File: src/rtl/i2s_transmitter_pkg.sv
// Shared I2S constants: word-select polarity and the minimum slot width.
package i2s_transmitter_pkg;

    localparam logic LRCLK_LEFT      = 1'b0;
    localparam logic LRCLK_RIGHT     = 1'b1;
    localparam int   MIN_AUDIO_WIDTH = 2;

    function automatic bit audio_width_ok(input int width);
        return width >= MIN_AUDIO_WIDTH;
    endfunction

endpackage

File: src/rtl/i2s_clock_gen.sv
// Bit-clock divider: sclk toggles every clk_div cycles; fall marks the
// cycle whose clock edge drives sclk from 1 to 0.
module i2s_clock_gen #(
    parameter int clk_div = 4
) (
    input  logic clk,
    input  logic reset,
    output logic sclk,
    output logic fall
);

    localparam int CNT_W = (clk_div > 1) ? $clog2(clk_div) : 1;
    localparam logic [CNT_W-1:0] CNT_LAST = CNT_W'(clk_div - 1);

    logic [CNT_W-1:0] div_cnt;
    logic             wrap;

    assign wrap = (div_cnt == CNT_LAST);
    assign fall = wrap && sclk;

    always_ff @(posedge clk) begin
        if (reset) begin
            div_cnt <= '0;
            sclk    <= 1'b0;
        end else if (wrap) begin
            div_cnt <= '0;
            sclk    <= ~sclk;
        end else begin
            div_cnt <= div_cnt + 1'b1;
        end
    end

endmodule

File: src/rtl/i2s_transmitter.sv
// I2S master transmitter: two-entry per-channel holding buffer feeding a
// slot shift register that changes data and word select on sclk falling edges.
module i2s_transmitter
    import i2s_transmitter_pkg::*;
#(
    parameter int audio_width = 16,
    parameter int clk_div     = 4
) (
    input  logic                          clk,
    input  logic                          reset,
    input  logic                          i_valid,
    output logic                          i_ready,
    input  logic                          i_is_left,
    input  logic signed [audio_width-1:0] i_audio,
    output logic                          o_sclk,
    output logic                          o_lrclk,
    output logic                          o_sdata,
    output logic                          o_underrun
);

    if (!audio_width_ok(audio_width)) begin : g_width_check
        $error("i2s_transmitter: audio_width must be at least %0d", MIN_AUDIO_WIDTH);
    end

    localparam int P_W = $clog2(audio_width);
    localparam logic [P_W-1:0] P_LAST = P_W'(audio_width - 1);

    logic                          fall;
    logic [P_W-1:0]                p;
    logic [audio_width-1:0]        shift;
    logic signed [audio_width-1:0] hold_l;
    logic signed [audio_width-1:0] hold_r;
    logic                          hold_l_v;
    logic                          hold_r_v;
    logic                          accept_l;
    logic                          accept_r;
    logic                          slot_start;
    logic                          next_lr;
    logic                          load_l;
    logic                          load_r;
    logic                          load_v;
    logic [audio_width-1:0]        load_word;

    i2s_clock_gen #(
        .clk_div(clk_div)
    ) u_clock_gen (
        .clk  (clk),
        .reset(reset),
        .sclk (o_sclk),
        .fall (fall)
    );

    assign i_ready  = !reset && (i_is_left ? !hold_l_v : !hold_r_v);
    assign accept_l = i_valid && i_ready && i_is_left;
    assign accept_r = i_valid && i_ready && !i_is_left;

    assign slot_start = fall && (p == '0);
    assign next_lr    = ~o_lrclk;
    assign load_l     = slot_start && (next_lr == LRCLK_LEFT);
    assign load_r     = slot_start && (next_lr == LRCLK_RIGHT);
    assign load_v     = load_l ? hold_l_v : hold_r_v;
    // An empty register sends silence; a same-cycle accept is never bypassed.
    assign load_word  = !load_v ? '0 : (load_l ? hold_l : hold_r);

    always_ff @(posedge clk) begin
        if (reset) begin
            hold_l_v <= 1'b0;
            hold_r_v <= 1'b0;
        end else begin
            if (accept_l)    hold_l_v <= 1'b1;
            else if (load_l) hold_l_v <= 1'b0;
            if (accept_r)    hold_r_v <= 1'b1;
            else if (load_r) hold_r_v <= 1'b0;
        end
    end

    always_ff @(posedge clk) begin
        if (accept_l) hold_l <= i_audio;
        if (accept_r) hold_r <= i_audio;
    end

    // Slot start emits the previous word's LSB: the standard one-bit I2S delay.
    always_ff @(posedge clk) begin
        if (reset) begin
            p          <= '0;
            shift      <= '0;
            o_lrclk    <= LRCLK_RIGHT;
            o_sdata    <= 1'b0;
            o_underrun <= 1'b0;
        end else begin
            o_underrun <= slot_start && !load_v;
            if (fall) begin
                o_sdata <= shift[audio_width-1];
                p       <= (p == P_LAST) ? '0 : p + 1'b1;
                if (slot_start) begin
                    o_lrclk <= next_lr;
                    shift   <= load_word;
                end else begin
                    shift <= shift << 1;
                end
            end
        end
    end

endmodule
File: config.mk
export PLATFORM = sky130hd
export DESIGN_NAME = i2s_transmitter
export DESIGN_NICKNAME = d
export VERILOG_FILES = /design/src/rtl/i2s_transmitter_pkg.sv /design/src/rtl/i2s_clock_gen.sv /design/src/rtl/i2s_transmitter.sv
export SDC_FILE = /design/constraint.sdc
export NUM_CORES = 1
export LEC_CHECK = 0
export ABC_CLOCK_PERIOD_IN_PS = 8200
export CAP_MARGIN = 20
export CORE_MARGIN = 5
export CORE_UTILIZATION = 50
export CTS_CLUSTER_DIAMETER = 120
export CTS_CLUSTER_SIZE = 25
export DETAILED_ROUTE_END_ITERATION = 12
export GPL_TIMING_DRIVEN = 1
export PLACE_DENSITY = 0.72
export SETUP_SLACK_MARGIN = 0.4
export SLEW_MARGIN = 20
export SYNTH_ARGS = -nofsm -noshare
export SYNTH_HDL_FRONTEND = slang
export SYNTH_SLANG_ARGS = --single-unit
File: constraint.sdc
create_clock -name clk -period 8.2 [get_ports clk]
set_input_delay 1.64 -clock clk [delete_from_list [all_inputs] [get_ports clk]]
set_output_delay 1.64 -clock clk [all_outputs]
set_load 0.1 [all_outputs]
==> impl_metrics.ini <==
[pwr]
leakage_power_nw = 0.919
combinational_share_of_power_pct = 6.5
part_of_the_power_in_registers_pct = 56.6
power.clock.fraction_pct = 36.9
switching_part_of_the_total_power_pct = 22.5
power.net_switching_mw = 0.130
internal_power_mw = 0.448
powerDensity_mw_per_mm2 = 202
worst_ir_drop_vdd_v = 0.000107

[grt]
grt_pass1_vias = 1572
global_route.overflow_total = 0
maximum_number_of_pins_on_one_net_before_global_route_repair = 47
grtUsageTotal_pct = 15.3
grt_pass1_wl_um = 7290
grt_antenna_before_repair = 0

[placement]
postPlaceCellArea_mm2 = 0.00270
hpwl_reported_at_the_end_of_detailed_placement_um = 2880
placement.io_buffers = 24
placement.setup.worst_slack_ns = 2.76
routability_cong = 0.704

[route]
remaining_drc_errors = 0
totalWireLength_um = 4580
drt_first_pass_iters = 4
final_antenna_net_count = 0
detail_route.vias_per_cell = 5.75
drt_wl_cell_um = 16.3
routed-via-count = 1611
drt_iter0_markers = 108

[critical_path]
setup.worst_path.start = reset
critical_path.most_common_cell = clkdlybuf4s50_1
worst_path_dominant_cell_family = buffers and inverters
worstSetupEndpointType = output pin
timing.rr.start = p[0]$_SDFFE_PP0P_
reg2reg_depth = 5
slowest_stage_cell_crit_path = clkdlybuf4s50_1
rrSetupSlack_ns = 5.81
critical_path.max_stage_delay_ns = 1.20
startpoint_type = input port
timing.critical_path.arrival_ns = 3.82
worstPathMaxFanout = 46
worst_path_cell_chain = clkdlybuf4s50_1, buf_4, a211oi_1, clkdlybuf4s50_1
crit_buf_inv = 3
critPathRequiredTime_ns = 6.56
crit_path_end = i_ready
timing.critical_path.depth = 4
timing.rr.end = shift[7]$_SDFFE_PP0P_
worst-setup-path-type = input port to output pin

[finish]
postLayoutCoreUtil_pct = 60.7
post_route_cells_drive_above_1_share_pct = 12.7
final_cell_mix = 32 x edfxtp_1, 28 x dfxtp_1, 24 x clkdlybuf4s50_1, 16 x a22oi_1, 16 x nand3b_1
nNetsFinal = 231
syn2layout_area_growth_pct = 18.1
antenna_cells_inserted = 0
layout.cells.most_common = edfxtp_1
final_instance_area_mm2 = 0.00287

[yosys]
synthDistinctLibCells = 33
synth.mux.area_fraction_pct = 0
synth-compound-area-share_pct = 13.9
synth_top_cell_area_share_pct = 39.6
post_synth_fa_ha_maj_area_fraction_pct = 1.55
main_combinational_cell_family_by_area_after_synthesis = simple AND/OR/NAND/NOR gates
ys_seq_area_share_pct = 62.7
synth-main-ff-cell = edfxtp_1
xor_xnor_share_of_the_synthesized_area_pct = 0.722
netlist.top_cell.by_area = edfxtp_1
mappedNetlistNets = 212
synth_top_cells_by_area = edfxtp_1 40%, dfxtp_1 23%, nand4b_1 5.4%
syn_avg_cell_area_um2 = 12.8
number_of_flops_mapped_to_enable_cells_by_yosys = 32
synth_simple_gate_area_share_pct = 17.3
syn_inst = 189
postSynth.asyncResetShare_pct = 0
yosys_register_bits = 60
yosysWarnings = 0
synthesis.area_mm2 = 0.00243

[timing]
grt_setup_unrepaired = no
fmax_mhz = 183
setup-tns-final_ns = 0
report.final.slew_viol_count = 0
fin_skew_ns = 0.00811
layout_worst_path_cycle_share_pct = 66.5
slew_headroom_pct = 34.5
final-setup-viol-count = 0
timing_hold_violations_final = 0
period_needed_ns = 5.46
fin_worst_hold_slack_ns = 0.431
worst_pin_slew_ns = 0.979
worst_slack_ns = 2.74

[cts]
cts-hold-fix-buffers = 0
tritoncts = built
worstSkewPairLatency_ns = 0.33
clkSlewWorstSetupHoldPaths_ns = 0.07
cts_buffers = 9
root_buffer_selected_by_cts = clkbuf_8
post_cts_resize_count = 0
clock_sinks = 60
postCtsSetupRepairBufs = 0
cts_buffer_depth = 2
h_tree_depth = 3

[worst_hold_path]
hold_path.class = register to register

[job]
maxCapViolations = 0

[floorplanning]
top_level_ports = 25
start_util_pct = 51.4
fp.coreArea_mm2 = 0.00472
row_count = 25
dieHeight_um = 79.7
die_w_um = 79.7
floorplan.die_area_mm2 = 0.00634

[outcome]
outcome = finished, final reports clean
-- metrics by stage --
step                      power [mW]  cells
final                          0.578    280
after global routing           0.603    280
after CTS                      0.584    279
after detailed placement       0.371    263
after global placement         0.369    263
after floorplan                0.354    189
-- flip-flops by register name, indices dropped and copies added, names as in the netlist --
signal / count
hold_r: 16
o_underrun: 1
o_sdata: 1
hold_r_v: 1
p: 4
hold_l_v: 1
u_clock_gen.sclk: 1
shift: 16
u_clock_gen.div_cnt: 2
hold_l: 16
o_lrclk: 1
-- cell type report --
class | instances | area, um2
clock buffer | 10 | 128
clock inverter | 6 | 31.3
fill | 372 | 1860
inverter | 3 | 11.3
multi-input combinational | 108 | 831
sequential | 60 | 1520
tap | 67 | 83.8
timing repair buffer | 26 | 259
-- cells in the mapped netlist (2+ instances only) --
cell type / number
ha_1: 3
o211ai_2: 9
buf_1: 2
nor2_1: 3
nor2b_1: 2
nor3_1: 4
inv_1: 3
o21ai_0: 2
nand4b_1: 15
nand2_1: 6
nand3b_1: 16
and2_1: 2
o211ai_1: 6
nand3_1: 4
dfxtp_1: 28
a22oi_1: 16
or3_1: 2
clkbuf_1: 11
a211oi_1: 2
edfxtp_1: 32
buf_2: 4
a21oi_1: 6
-- worst min-delay path by stage --
stage / start / to / cells after the start
finish: u_clock_gen.div_cnt[0]$_SDFF_PP0_ / u_clock_gen.div_cnt[0]$_SDFF_PP0_ / 1
global route: u_clock_gen.div_cnt[0]$_SDFF_PP0_ / u_clock_gen.div_cnt[0]$_SDFF_PP0_ / 1
CTS: u_clock_gen.div_cnt[0]$_SDFF_PP0_ / u_clock_gen.div_cnt[0]$_SDFF_PP0_ / 1
detailed placement: u_clock_gen.div_cnt[0]$_SDFF_PP0_ / u_clock_gen.div_cnt[0]$_SDFF_PP0_ / 1
global placement: u_clock_gen.div_cnt[0]$_SDFF_PP0_ / u_clock_gen.div_cnt[0]$_SDFF_PP0_ / 1
floorplan: u_clock_gen.div_cnt[0]$_SDFF_PP0_ / u_clock_gen.div_cnt[0]$_SDFF_PP0_ / 1
-- per-layer routing --
metal | up-vias | global-route usage [%] | routed length [um]
li1 | 772 | - | -
met1 | 772 | 17.6 | 1910
met2 | 53 | 26.3 | 2340
met3 | 14 | 3.84 | 217
met4 | 0 | 7.73 | 102
met5 | - | 0 | 0
-- power by group through the flow --
stage               Sequential [mW]  Clock [mW]  Combinational (mW)
floorplan                     0.336           0              0.0179
finish                        0.327       0.213              0.0373
detailed placement            0.334           0              0.0369
global route                  0.328       0.235              0.0400
CTS                           0.327       0.219              0.0370
global placement              0.333           0              0.0351
-- cells by family (layout without fill, tap and decap cells) --
family                   count (synthesis)  count (layout)
AO/OA/AOI/OAI                           42              42
XOR/XNOR                                 2               2
adder cells (fa/ha/maj)                  3               3
flip-flops                              60              60
buffers and inverters                   21              45
AND/OR/NAND/NOR                         61              61
Power figures use the tool's default switching activity.
